===== config.mk =====
export PLATFORM = sky130hd
export DESIGN_NAME = array_row_sequencer
export DESIGN_NICKNAME = d
export VERILOG_FILES = /design/src/rtl/array_seq_pkg.sv /design/src/rtl/array_seq_timer.sv /design/src/rtl/array_row_sequencer.sv
export SDC_FILE = /design/constraint.sdc
export NUM_CORES = 1
export LEC_CHECK = 0
export BUFFER_PORTS_ARGS = -buffer_cell sky130_fd_sc_hd__buf_4
export CAP_MARGIN = 5
export CORE_MARGIN = 5
export CORE_UTILIZATION = 51
export CTS_BUF_LIST = sky130_fd_sc_hd__clkbuf_4
export DETAILED_ROUTE_END_ITERATION = 10
export PLACE_DENSITY_LB_ADDON = 0.3
export SYNTH_ARGS = -nofsm -noshare
export SYNTH_HDL_FRONTEND = slang
export SYNTH_SLANG_ARGS = --single-unit

===== constraint.sdc =====
create_clock -name clk -period 2.14 [get_ports clk]
set_input_delay 0.214 -clock clk [delete_from_list [all_inputs] [get_ports clk]]
set_output_delay 0.214 -clock clk [all_outputs]
set_load 0.02 [all_outputs]

===== src/rtl/array_seq_pkg.sv =====
// Shared types and constants for the left-array row sequencer.
// Holds the command opcode encoding, the FSM state type and a small
// helper used to size the setup/pulse timer.
package array_seq_pkg;

  // Command opcodes as they arrive on cmd_op
  localparam logic [1:0] OP_ROW_ENC   = 2'b00;
  localparam logic [1:0] OP_INFER_ENC = 2'b01;
  localparam logic [1:0] OP_CLEAR_ENC = 2'b10;
  localparam logic [1:0] OP_RSVD_ENC  = 2'b11;

  typedef enum logic [1:0] {
    OP_ROW   = OP_ROW_ENC,
    OP_INFER = OP_INFER_ENC,
    OP_CLEAR = OP_CLEAR_ENC,
    OP_RSVD  = OP_RSVD_ENC
  } op_e;

  typedef enum logic [2:0] {
    ST_IDLE  = 3'd0,
    ST_SETUP = 3'd1,
    ST_PULSE = 3'd2,
    ST_HOLD  = 3'd3,
    ST_CLEAR = 3'd4,
    ST_DONE  = 3'd5
  } state_e;

  // Larger of two integers, used for timer width sizing
  function automatic int max2(input int a, input int b);
    return (a > b) ? a : b;
  endfunction

endpackage


===== src/rtl/array_seq_timer.sv =====
// Loadable down-counter for the SETUP and PULSE phase durations.
// Loading value L makes zero assert after L further cycles, so a phase
// of C cycles is obtained by loading C-1 on the edge that enters it.
module array_seq_timer #(
  parameter int W = 3
) (
  input  logic         clk,
  input  logic         rst_n,
  input  logic         load,
  input  logic [W-1:0] load_val,
  output logic         zero
);

  logic [W-1:0] count_q;
  logic [W-1:0] count_d;

  // Next count: load wins, otherwise count down and stick at zero
  always_comb begin
    count_d = count_q;
    if (load) begin
      count_d = load_val;
    end else if (count_q != '0) begin
      count_d = count_q - 1'b1;
    end
  end

  // Counter register, cleared by reset
  always_ff @(posedge clk or negedge rst_n) begin
    if (!rst_n) begin
      count_q <= '0;
    end else begin
      count_q <= count_d;
    end
  end

  assign zero = (count_q == '0);

endmodule


===== src/rtl/array_row_sequencer.sv =====
// Command-driven sequencer for the left array decoder of the Bayesian
// log2 8x8 macro. Drives CWL, adr_full_row, read_out and inference with
// programmable setup/pulse timing; INFER sweeps every word address.
// Optional feature: define ARRAY_SEQ_ABORT_EN to add the abort input,
// which cuts a running ROW/INFER short and reports err with done.
module array_row_sequencer
  import array_seq_pkg::*;
#(
  parameter int Narray    = 2,
  parameter int Nword     = 3,
  parameter int N         = Nword + Narray,
  parameter int SETUP_CYC = 1,
  parameter int PULSE_CYC = 4
) (
  input  logic         clk,
  input  logic         rst_n,
  input  logic         cmd_valid,
  output logic         cmd_ready,
  input  logic [1:0]   cmd_op,
  input  logic [N-1:0] cmd_adr,
`ifdef ARRAY_SEQ_ABORT_EN
  input  logic         abort,
`endif
  output logic         busy,
  output logic         done,
  output logic         err,
  output logic         CWL,
  output logic [N-1:0] adr_full_row,
  output logic         read_out,
  output logic         inference
);

  localparam int TMR_MAX = max2(SETUP_CYC, PULSE_CYC);
  localparam int TMR_W   = $clog2(TMR_MAX + 1);

  localparam logic [TMR_W-1:0] SETUP_LOAD = TMR_W'(SETUP_CYC - 1);
  localparam logic [TMR_W-1:0] PULSE_LOAD = TMR_W'(PULSE_CYC - 1);
  localparam logic [Nword-1:0] WORD_LAST  = {Nword{1'b1}};

  // Control state
  state_e           state_q, state_d;
  op_e              op_q, op_d;
  logic [N-1:0]     row_q, row_d;
  logic [Nword-1:0] widx_q, widx_d;

  // Registered outputs
  logic             cmd_ready_q, cmd_ready_d;
  logic             busy_q, busy_d;
  logic             done_q, done_d;
  logic             err_q, err_d;
  logic             cwl_q, cwl_d;
  logic [N-1:0]     adr_q, adr_d;
  logic             read_out_q, read_out_d;
  logic             inference_q, inference_d;

  // Timer interface and helpers
  logic             tmr_load;
  logic [TMR_W-1:0] tmr_val;
  logic             tmr_zero;
  logic             row_active_d;
  logic             abort_w;

`ifdef ARRAY_SEQ_ABORT_EN
  assign abort_w = abort;
`else
  assign abort_w = 1'b0;
`endif

  array_seq_timer #(
    .W (TMR_W)
  ) u_timer (
    .clk      (clk),
    .rst_n    (rst_n),
    .load     (tmr_load),
    .load_val (tmr_val),
    .zero     (tmr_zero)
  );

  // Next-state logic; outputs are derived from the next state so that
  // every decoder-facing signal comes straight out of a flop.
  always_comb begin
    state_d      = state_q;
    op_d         = op_q;
    row_d        = row_q;
    widx_d       = widx_q;
    tmr_load     = 1'b0;
    tmr_val      = SETUP_LOAD;
    err_d        = 1'b0;

    case (state_q)
      ST_IDLE: begin
        if (cmd_valid) begin
          op_d   = op_e'(cmd_op);
          row_d  = cmd_adr;
          widx_d = '0;
          case (op_e'(cmd_op))
            OP_ROW, OP_INFER: begin
              state_d  = ST_SETUP;
              tmr_load = 1'b1;
              tmr_val  = SETUP_LOAD;
            end
            OP_CLEAR: state_d = ST_CLEAR;
            default: begin
              state_d = ST_DONE;
              err_d   = 1'b1;
            end
          endcase
        end
      end
      ST_SETUP: begin
        if (tmr_zero) begin
          state_d  = ST_PULSE;
          tmr_load = 1'b1;
          tmr_val  = PULSE_LOAD;
        end
      end
      ST_PULSE: begin
        if (tmr_zero) begin
          state_d = ST_HOLD;
        end
      end
      ST_HOLD: begin
        // INFER walks the word index up to its last value without wrapping
        if (op_q == OP_INFER && widx_q != WORD_LAST) begin
          widx_d   = widx_q + 1'b1;
          state_d  = ST_SETUP;
          tmr_load = 1'b1;
          tmr_val  = SETUP_LOAD;
        end else begin
          state_d = ST_DONE;
        end
      end
      ST_CLEAR: state_d = ST_DONE;
      ST_DONE:  state_d = ST_IDLE;
      default:  state_d = ST_IDLE;
    endcase

    // Abort only matters while a row is being driven
    if (abort_w && (state_q == ST_SETUP || state_q == ST_PULSE ||
                    state_q == ST_HOLD)) begin
      state_d  = ST_DONE;
      err_d    = 1'b1;
      tmr_load = 1'b0;
    end

    row_active_d = (state_d == ST_SETUP) || (state_d == ST_PULSE) ||
                   (state_d == ST_HOLD);
    cmd_ready_d  = (state_d == ST_IDLE);
    busy_d       = (state_d != ST_IDLE);
    done_d       = (state_d == ST_DONE);
    cwl_d        = (state_d == ST_PULSE);
    read_out_d   = (state_d == ST_CLEAR);
    inference_d  = row_active_d && (op_d == OP_INFER);
    adr_d        = '0;
    if (row_active_d) begin
      adr_d = (op_d == OP_INFER) ? {row_d[N-1 -: Narray], widx_d} : row_d;
    end
  end

  // Single state/output register bank with asynchronous reset
  always_ff @(posedge clk or negedge rst_n) begin
    if (!rst_n) begin
      state_q     <= ST_IDLE;
      op_q        <= OP_ROW;
      row_q       <= '0;
      widx_q      <= '0;
      cmd_ready_q <= 1'b1;
      busy_q      <= 1'b0;
      done_q      <= 1'b0;
      err_q       <= 1'b0;
      cwl_q       <= 1'b0;
      adr_q       <= '0;
      read_out_q  <= 1'b0;
      inference_q <= 1'b0;
    end else begin
      state_q     <= state_d;
      op_q        <= op_d;
      row_q       <= row_d;
      widx_q      <= widx_d;
      cmd_ready_q <= cmd_ready_d;
      busy_q      <= busy_d;
      done_q      <= done_d;
      err_q       <= err_d;
      cwl_q       <= cwl_d;
      adr_q       <= adr_d;
      read_out_q  <= read_out_d;
      inference_q <= inference_d;
    end
  end

  assign cmd_ready    = cmd_ready_q;
  assign busy         = busy_q;
  assign done         = done_q;
  assign err          = err_q;
  assign CWL          = cwl_q;
  assign adr_full_row = adr_q;
  assign read_out     = read_out_q;
  assign inference    = inference_q;

endmodule

==> results of run 1 <==
## placed cells by master (no fill, tap or decap)
master,n
buf_4,28
dfrtp_1,27
nand2_1,15
inv_1,7
nor2_1,7
mux2_2,6
a21oi_1,5
nand2b_1,5
mux2i_1,4
nor3_1,4
ha_1,4
nor2b_1,3
a211oi_1,3
clkbuf_4,3
o32ai_1,2
nor3b_1,2
or4b_1,1
or3b_2,1
nand3b_1,1
nor2_4,1
nor4b_4,1
a311o_2,1
a211oi_2,1
or3_1,1
a21boi_0,1
and3_2,1
o32ai_2,1
xnor2_1,1
o21ai_0,1
bufinv_16,1
dfstp_2,1
dlygate4sd3_1,1
## sequential cells by signal, indices dropped and copies added, names as in the netlist, 2 cells and up
name / flops
adr_full_row: 5
row_q: 5
state_q: 3
u_timer.count_q: 3
widx_q: 3
op_q: 2
## metrics by stage
step	cells	instance area [µm²]	setup TNS [ps]	hold slack (ps)
3_5_place_dp	165	1480	-112	150
3_3_place_gp	165	1480	0	148
6_report	171	1570	0	76.5
4_1_cts	171	1560	0	70.0
2_1_floorplan	112	1260	0	-81.6
5_1_grt	171	1570	-128	73.0
## layer usage
layer | wire length (µm) | up-vias | share of wire, % | GRT usage (%)
li1 | - | 438 | - | -
met1 | 1000 | 425 | 41 | 18.0
met2 | 1280 | 16 | 53 | 26.1
met3 | 98 | 4 | 4.0 | 3.67
met4 | 50 | 0 | 2.1 | 6.33
met5 | 0 | - | 0 | 0
## power breakdown
part / internal [mW] / leakage, nW / switching, mW / total, mW
clock network: 0.190 / 0.0279 / 0.154 / 0.344
logic: 0.503 / 0.391 / 0.601 / 1.10
registers: 0.752 / 0.356 / 0.128 / 0.880
## worst paths after layout
| kind | to | depth (start not counted) | slack [ps] | startpoint |
|---|---|---|---|---|
| max | adr_full_row[2] | 6 | 20 | widx_q[0] |
| min | row_q[4] | 3 | 80 | cmd_adr[4] |
| max reg2reg | adr_full_row[2] | 6 | 20 | widx_q[0] |
| min reg2reg | row_q[4] | 2 | 490 | row_q[4] |
| max in group asynchronous | cmd_ready | 2 | 1530 | rst_n |
| min in group asynchronous | u_timer.count_q[1] | 2 | 310 | rst_n |
## repair_timing
item | in CTS | in global routing
endpoints found under the setup margin | 3 | 3
hold endpoints to repair | 27 | 0
resized for setup | 2 | 2
hold buffers | 1 | 0
setup buffers | 1 | 0
pin swaps | 1 | 0
## logic make-up after synthesis
| kind of cell | synth area share [%] |
|---|---|
| simple gates | 18.6 |
| flops | 55.5 |
| compound gates | 8.80 |
| buf+inv | 3.96 |
| mux | 8.51 |
| fa+ha+maj | 3.96 |
| xor+xnor | 0.693 |
## worst max-delay path: cells and delay by family (launching register included)
family                     cells  cell delay [ps]
AOI/OAI and AO/OA              2              580
adders and majority gates      2              390
DFF                            1              410
and+or+nand+nor                1              490
buffers and inverters          1              160
## final cells by class
| cell class | count | area, µm² |
|---|---|---|
| Fill cell | 206 | 867 |
| Timing Repair Buffer | 29 | 220 |
| Sequential cell | 28 | 702 |
| Clock buffer | 3 | 22.5 |
| Tap cell | 30 | 37.5 |
| Multi-Input combinational cell | 73 | 527 |
| Inverter | 7 | 26.3 |
| Clock inverter | 1 | 30.0 |
==> impl_results.md, run 1 <==
* Data arrival, critical path at about 2400 ps
* Core area at between 2000 and 2500 µm²
* Remaining antenna violation count at 0
* Initial antenna violation count at 0
* Startpoint type of the worst setup path: flop
* Max Freq at about 0.47 GHz
* Most used cell along the critical path: ha_1
* DR iter-0 viols at 33
* Hold crit path type: input pin to flop
* Setup CP Type: flop to flop
* Slew Limit Headroom at between 60% and 70%
* Count of cell types in the netlist at 29
* # H-tree levels at 1
* FP Rows at 18
* Mapped cell area at 1260 µm²
* Ant diodes at 0
* Chip height at 59.8 µm
* Cell leakage power at between 0.7 and 0.8 nW
* Total CTS buffers at 3
* Sequential area share after synthesis at a little under three fifths
* Clock Pin Slew Worst Setup and Hold Paths at 150 ps
* Cell taking the most area after synthesis: dfrtp_1
* Pin count of the biggest net entering global routing at 29
* GPL Wtd Cong at 0.748
* Max clock buf depth at 2
* Top FF cell, synth: dfrtp_1
* Async set-or-reset flop fraction in the synthesized netlist at 100%
* # clock sinks at 28
* CP max stage cell: or3b_2
* Slowest stage delay, CP at between 400 and 500 ps
* RSZ-0062 raised after global routing: true
* Tmin final at ~2100 ps
* Layout net count at 156
* Wirelength per Cell at 14.2 µm
* Max FO, Critical Path at 6
* Post-Synthesis Net Count at between 100 and 150
* Die width at 59.8 µm
* Worst Slack Setup Final at ~18 ps
* Final count of hold timing violations at 0
* Clk_skew at between 10 and 15 ps
* Yosys Warn Count at 0
* Final period util at just under 100%
* Root buffer cell: clkbuf_4
* Crit path cell chain: ha_1, ha_1, or3b_2, buf_4, a311o_2, a211oi_1
* Total Power at around 2.3 mW
* Worst vdd ir at between 900 and 1000 µV
* Layout cells sized above 1 at between 30 and 40%
* Synth area leaders: dfrtp_1, mux2_2, nand2_1
* #FFs+latches synth at 28
* Slew Viols, Final at 0
* Vias at between 800 and 900
* Status: completed
* Count leader, synth: dfrtp_1
* Fin util at 64.4%
* Post-Syn Instances at 112
* Top-level port count at 22
* Pwr per Cell Area at about 1500 nW/µm²
* Max-cap violations at 0
* Worst EP required at between 2000 and 2500 ps
* Number of remaining DRC errors at 0
* Worst-Skew Late Latency at about 330 ps
* Mean Syn Cell Area at 11.3 µm²
* Detailed placement HPWL at roughly 1.8 mm
* Top cell type's share of synthesized area at between 50% and 60%
* First-pass GRT wire length at slightly above 4 mm
* CTS tree: done
* GRT Total Usage at 15.2%
* GR Overflow Total at 0
* Number of synthesized flops with an enable pin at 0
* Worst Tran Pin Value at between 500 and 600 ps
* DRT Pass-1 Iters at 4
* I/O Buffers at 21
* Vias in the first global route at about 940
* Via density per instance at approximately 5.2
* DP Worst Slack at -59.8 ps
* Critical Path Sink Type: flop
* Top cells by count, synth: dfrtp_1, nand2_1, nor2_1
* P&R area growth vs syn at 23.7%
* Initial Utilization at 52.0%
* Setup violators final at 0
* Die area at ~3600 µm²
* Routed wire length at between 2 and 2.5 mm
Power figures use the tool's default switching activity.
==> inputs of run 2 (changes only) <==
- CORE_UTILIZATION: 51 -> 52
- SYNTH_HIERARCHICAL: unset -> 1
==> run 2 against run 1 <==
Net effect:
- non-clock buffer count is 2 lower
- critical path type unchanged
- sequential share of layout area is 0.81 points lower
- register-to-register slack better by 98 ps
- first-iteration DRC count is 52% lower
- clock skew is 9.3 ps lower
- critical endpoint is now adr_full_row[1]
==> impl_results.md, run 2 <==
* Status: completed
* GR Overflow Total at 0
* CTS tree: done
* Hold crit path type: input pin to flop
* Fin util at 64.3%
* Initial Utilization at between 50% and 60%
* Setup CP Type: flop to flop
* Die area at ~3700 µm²
* Mean Syn Cell Area at between 10 and 15 µm²
* Post-route insts no fill at 180
* Top cells by count, synth: dfrtp_1, nand2_1, inv_1
* Clk_skew at 3.01 ps
* Tmin final at around 2000 ps
* First-pass GRT wire length at 4.31 mm
* Commonest non-fill, non-tap cells in the layout: dfrtp_1, buf_4, nand2_1
* Combinational power share at between 40% and 50%
* Sequential area share after synthesis at approximately half
* Top-level port count at 22
* # clock sinks at 28
* DRT Pass-1 Iters at 4
* Total CTS buffers at 3
* Max-cap violations at 0
* GRT Total Usage at about 15%
* Post-Synthesis Net Count at about 140
* DR WL met2 at between 1 and 1.5 mm
* Min Hold Slack at 101 ps
* Ant diodes at 0
* Clock share of power at about 10%
* Number of synthesized flops with an enable pin at 0
* Critical Path Sink Type: flop
* Slew Viols, Final at 0
* Wire length on met1 at about 1.2 mm
* Setup violators final at 0
* FP Rows at 18
* Max clock buf depth at 2
* Count of cell types in the netlist at 36
* Final period util at between 90% and 100%
* Mapped cell area at 1360 µm²
* DR iter-0 viols at 16
* Worst EP required at 2380 ps
* Total Power at 2.15 mW
* Post-Syn Instances at about 120
* Chip height at 61.0 µm
* Clock Pin Slew Worst Setup and Hold Paths at between 100 and 150 ps
* Internal power at about 1.3 mW
* Worst-Skew Late Latency at approximately 320 ps
* Routed wire length at approximately 2.5 mm
* Async set-or-reset flop fraction in the synthesized netlist at between 90% and 100%
* Top cell type's share of synthesized area at ~50%
* P&R area growth vs syn at 17.6%
* Core area at around 2500 µm²
* Max Freq at around 0.49 GHz
* Cell Count Post-Placement at between 150 and 200
* Initial antenna violation count at 0
* Root buffer cell: clkbuf_4
* Top layer in use: met4
* Cell leakage power at 0.785 nW
* Final count of hold timing violations at 0
* Sum of negative setup slack at 0 ps
* Wirelength per Cell at 14.1 µm
* Number of remaining DRC errors at 0
* Max FO, Critical Path at 4
* Worst Tran Pin Value at about 650 ps
* Die width at ~61 µm
* Slew Limit Headroom at between 50% and 60%
* Data arrival, critical path at around 2300 ps
* Layout net count at 165
* I/O Buffers at 21
* Sw Pwr at ~830 µW
* Worst vdd ir at just under 800 µV
* Vias at ~970
* Count leader, synth: dfrtp_1
* Switching share of total power at 38.8%
* Synth area leaders: dfrtp_1, mux2_2, nand2_1
* Vias in the first global route at between 1000 and 1500
* Most common cell after layout, fill and taps aside: dfrtp_1
* Layout cells sized above 1 at 27.3%
* RSZ-0062 raised after global routing: false
* Pwr per Cell Area at about 1300 nW/µm²
* Detailed placement HPWL at 1.84 mm
* Metal3 WL at 138 µm
* GPL Wtd Cong at a little under 0.8
* Pin count of the biggest net entering global routing at 29
* Remaining antenna violation count at 0
* Sequential power share at 42.1%
* Top FF cell, synth: dfrtp_1
* #FFs+latches synth at 28
* Yosys Warn Count at 6
* Via density per instance at ~5.4
* # H-tree levels at 1
* Startpoint type of the worst setup path: flop
* Cell taking the most area after synthesis: dfrtp_1
* Number of fillers in the final layout at 205
[run 2: cell types whose count changed in the layout (fill, tap and decap cells not counted), moves of 2 or more]
cell	previous run	this run
and3_1	0	2
or3_4	0	2
inv_1	7	11
or3b_1	0	2
nor3_1	4	2
nor4b_1	0	2
a211oi_1	3	1
buf_4	28	26
nor2b_1	3	6
mux2_2	6	4
[run 2: critical path, stage by stage (launching register included)]
cell      delay (ps)
dfrtp_1          420
ha_2             190
ha_1             180
or3b_1           380
nor2_1            90
buf_4            140
mux2_4           320
a211oi_2         230
[run 2: cell type report]
cell class	count	area (µm²)	area share [%]
clock buffer	3	22.5	1.41
timing repair buffer	27	205	12.9
sequential	28	702	44.0
clock inverter	1	3.75	0.235
multi-input combinational	80	582	36.5
tap	30	37.5	2.35
inverter	11	41.3	2.59
[run 2: worst paths after layout]
check / endpoint / slack, ps / startpoint / cells past startpoint
setup / recovery: adr_full_row[1] / 120 / widx_q[0] / 7
hold / removal: row_q[4] / 100 / cmd_adr[4] / 3
setup reg to reg: adr_full_row[1] / 120 / widx_q[0] / 7
hold reg to reg: row_q[4] / 500 / row_q[4] / 2
max in group asynchronous: cmd_ready / 1520 / rst_n / 2
min in group asynchronous: u_timer/count_q[2] / 320 / rst_n / 2
[run 2: what timing repair did]
action | CTS | global route
hold buffers | 1 | 0
gates resized for setup | 0 | 4
hold endpoints to repair | 27 | 0
setup buffers | 0 | 2
endpoints found under the setup margin | 0 | 5
[run 2: power by group through the flow]
stage                     clock [mW]  combinational (mW)  sequential [mW]
after floorplan                    0               0.699            0.947
after global placement             0               0.965            0.904
after detailed placement           0               0.997            0.915
after CTS                      0.225                1.00            0.902
after global routing           0.247                1.15            0.935
final                          0.214                1.03            0.903
[run 2: logic make-up (layout without fill, tap and decap cells)]
group	after synthesis	after routing	share of synthesized area [%]
buf+inv	16	42	6.46
fa+ha+maj	4	4	3.69
simple gates	52	52	23.1
mux	8	8	6.37
other cells	1	1	0.277
flops	28	28	51.8
compound gates	15	15	8.31
[run 2: stage by stage]
step | area [µm²] | setup WS (ps)
6_report | 1590 | 116
5_1_grt | 1590 | 6.89
3_3_place_gp | 1530 | 114
4_1_cts | 1560 | 47.4
2_1_floorplan | 1360 | 168
3_5_place_dp | 1530 | 80.3
[run 2: routing by layer]
metal / global-route usage [%] / up-vias
li1: - / 472
met1: 21.1 / 469
met2: 25.2 / 20
met3: 2.31 / 5
met4: 5.57 / 0
met5: 0 / -
==> inputs of run 3 (changes only) <==
- ABC_AREA: unset -> 1
==> run 3 against run 2 <==
Net effect:
- routed wire length is 3.3% lower
- clock skew shrank 0.64 ps
- combinational power increased by 4%
- first-iteration DRC count grew 75%
- worst hold slack worse by 7.9 ps
- final cell count rose by 20%
- cell area is 0.78% lower
- critical path type unchanged
- critical endpoint is now u_timer/count_q[0]
- largest power group unchanged
==> impl_results.md, run 3 <==
* Status: completed
* Initial Utilization at a little over half
* Layout net count at around 200
* Clock share of power at between 10% and 20%
* Synth area leaders: dfrtp_1, nand2_1, inv_1
* Sequential area share after synthesis at a little over half
* Worst-Skew Late Latency at roughly 330 ps
* Remaining antenna violation count at 0
* Top cell type's share of synthesized area at about half
* Max-cap violations at 0
* #FFs+latches synth at 28
* R2R Path End: u_timer/count_q[0]
* Detailed placement HPWL at 1.87 mm
* Setup violators final at 0
* Yosys Warn Count at 6
* Clk_skew at between 2 and 2.5 ps
* Slew Viols, Final at 0
* Routed wire length at 2.45 mm
* Clock Pin Slew Worst Setup and Hold Paths at roughly 150 ps
* DRT Pass-1 Iters at 4
* P&R area growth vs syn at 18.5%
* Mapped cell area at 1340 µm²
* Hold crit path type: input pin to flop
* Critical Path Sink Type: flop
* First-pass GRT wire length at roughly 4.4 mm
* Tmin final at ~1900 ps
* RSZ-0062 raised after global routing: false
* GPL Wtd Cong at approximately 0.73
* Register Area at approximately 700 µm²
* Count of cell types in the netlist at 23
* Switching share of total power at around 43%
* Pin count of the biggest net entering global routing at 29
* R2R Setup Slk at approximately 190 ps
* Final count of hold timing violations at 0
* Chip height at 60.7 µm
* GRT Total Usage at between 10% and 20%
* DP Worst Slack at about 240 ps
* Combinational power share at around 47%
* Total Power at about 2.2 mW
* Crit path capture: u_timer/count_q[0]
* Async set-or-reset flop fraction in the synthesized netlist at 100%
* DR iter-0 viols at 28
* Worst Slack Setup Final at just under 200 ps
* # clock sinks at 28
* FP Rows at 18
* Number of synthesized flops with an enable pin at 0
* Startpoint type of the worst setup path: flop
* Wirelength per Cell at approximately 11 µm
* R2R depth at 12
* Mean Syn Cell Area at about 8.3 µm²
* Min Hold Slack at between 90 and 100 ps
* Top FF cell, synth: dfrtp_1
* Number of remaining DRC errors at 0
* Via density per instance at around 4.7
* Number of fillers in the final layout at between 200 and 250
* Commonest non-fill, non-tap cells in the layout: nand2_1, dfrtp_1, inv_1
* Max FO, Critical Path at 8
* Fin util at a little under two thirds
* Worst EP required at 2420 ps
* Post-Synthesis Net Count at 175
* Initial antenna violation count at 0
* CTS tree: done
* Post_cts resized at 0
* # H-tree levels at 1
* Final period util at 91.0%
* Worst vdd ir at ~1100 µV
* Sum of negative setup slack at 0 ps
* Count leader, synth: nand2_1
* Multi-input logic area at about 520 µm²
* Pwr per Cell Area at 1420 nW/µm²
* Cell taking the most area after synthesis: dfrtp_1
* Cell leakage power at ~0.9 nW
* Root buffer cell: clkbuf_4
* Top-level port count at 22
* I/O Buffers at 21
* Internal power at ~1.3 mW
* Top cells by count, synth: nand2_1, dfrtp_1, inv_1
* Vias at roughly 1000
* GR Overflow Total at 0
* Die area at approximately 3700 µm²
* Most common cell after layout, fill and taps aside: nand2_1
* Data arrival, critical path at 2230 ps
* Max Freq at 0.513 GHz
* Core area at between 2000 and 2500 µm²
* Setup CP Type: flop to flop
* Layout cells sized above 1 at between 20 and 25%
* Vias in the first global route at roughly 1000
* Sequential power share at 37.3%
* Ant diodes at 0
* Post-CTS setup repair buffer count at 0
* CP Launch Point: u_timer/count_q[0]
* Post-Syn Instances at 161
* Crit Reg-Reg Startpoint: u_timer/count_q[0]
* Sw Pwr at around 960 µW
* Max clock buf depth at 2
* Die width at 60.7 µm
* Total CTS buffers at 3
==> run 3: changes by cell type after synthesis, sizes merged, moves of 6 or more <==
cell / before / now
nor2: 6 / 17
nand2: 15 / 61
nand3: 0 / 10
nand2b: 6 / 0
inv: 11 / 27
nor2b: 6 / 0
==> run 3: cell type report <==
cell class / count / area share [%]
Sequential cell: 28 / 44.4
Multi-Input combinational cell: 104 / 32.6
Timing Repair Buffer: 22 / 10.6
Inverter: 28 / 6.72
Tap cell: 30 / 2.37
Clock inverter: 1 / 1.90
Clock buffer: 3 / 1.42
==> run 3: cell families after synthesis <==
| group | share of synthesized area [%] |
|---|---|
| fa+ha+maj | 3.75 |
| flops | 52.6 |
| other cells | 0.281 |
| simple gates | 32.1 |
| buf+inv | 8.81 |
| compound gates | 2.53 |
==> run 3: how the worst min path moves through the flow <==
stage / startpoint / to / slack (ps) / cells past startpoint
global route: cmd_adr[0] / row_q[0] / 110 / 3
detailed placement: rst_n / adr_full_row[2] / 150 / 1
global placement: rst_n / adr_full_row[2] / 140 / 1
floorplan: rst_n / CWL / -80 / 0
CTS: cmd_adr[2] / row_q[2] / 90 / 3
finish: cmd_adr[0] / row_q[0] / 90 / 3
==> run 3: power by group through the flow <==
stage	clock network, mW	registers [mW]	logic, mW
floorplan	0	0.922	0.698
global placement	0	0.846	1.01
detailed placement	0	0.849	1.06
CTS	0.352	0.838	1.07
global route	0.374	0.862	1.23
finish	0.345	0.839	1.07
==> run 3: per-stage QoR <==
stage                     area (µm²)  instances
after floorplan                 1340        161
after global routing            1580        216
after global placement          1520        211
after detailed placement        1520        211
after CTS                       1580        216
final                           1580        216
==> run 3: worst max-delay path, cell delays in order (launching register included) <==
cell	delay, ps
dfrtp_1	430
inv_1	100
ha_1	190
inv_1	60
nor2_2	120
inv_1	80
nor3_2	270
nor2_1	80
nand2_1	200
nand2_1	100
o21ai_0	120
nand2_1	90
nand2_1	60
==> run 3: timing repair <==
| action | 4_1_cts | 5_1_grt |
|---|---|---|
| hold buffers | 1 | 0 |
| hold endpoints to repair | 27 | 0 |
| endpoints found under the setup margin | 0 | 0 |
==> run 3: metal layers <==
layer / global-route usage, % / share of wire (%)
met1: 19.7 / 44
met2: 27.6 / 49
met3: 3.83 / 5.7
met4: 4.64 / 1.3
met5: 0 / 0
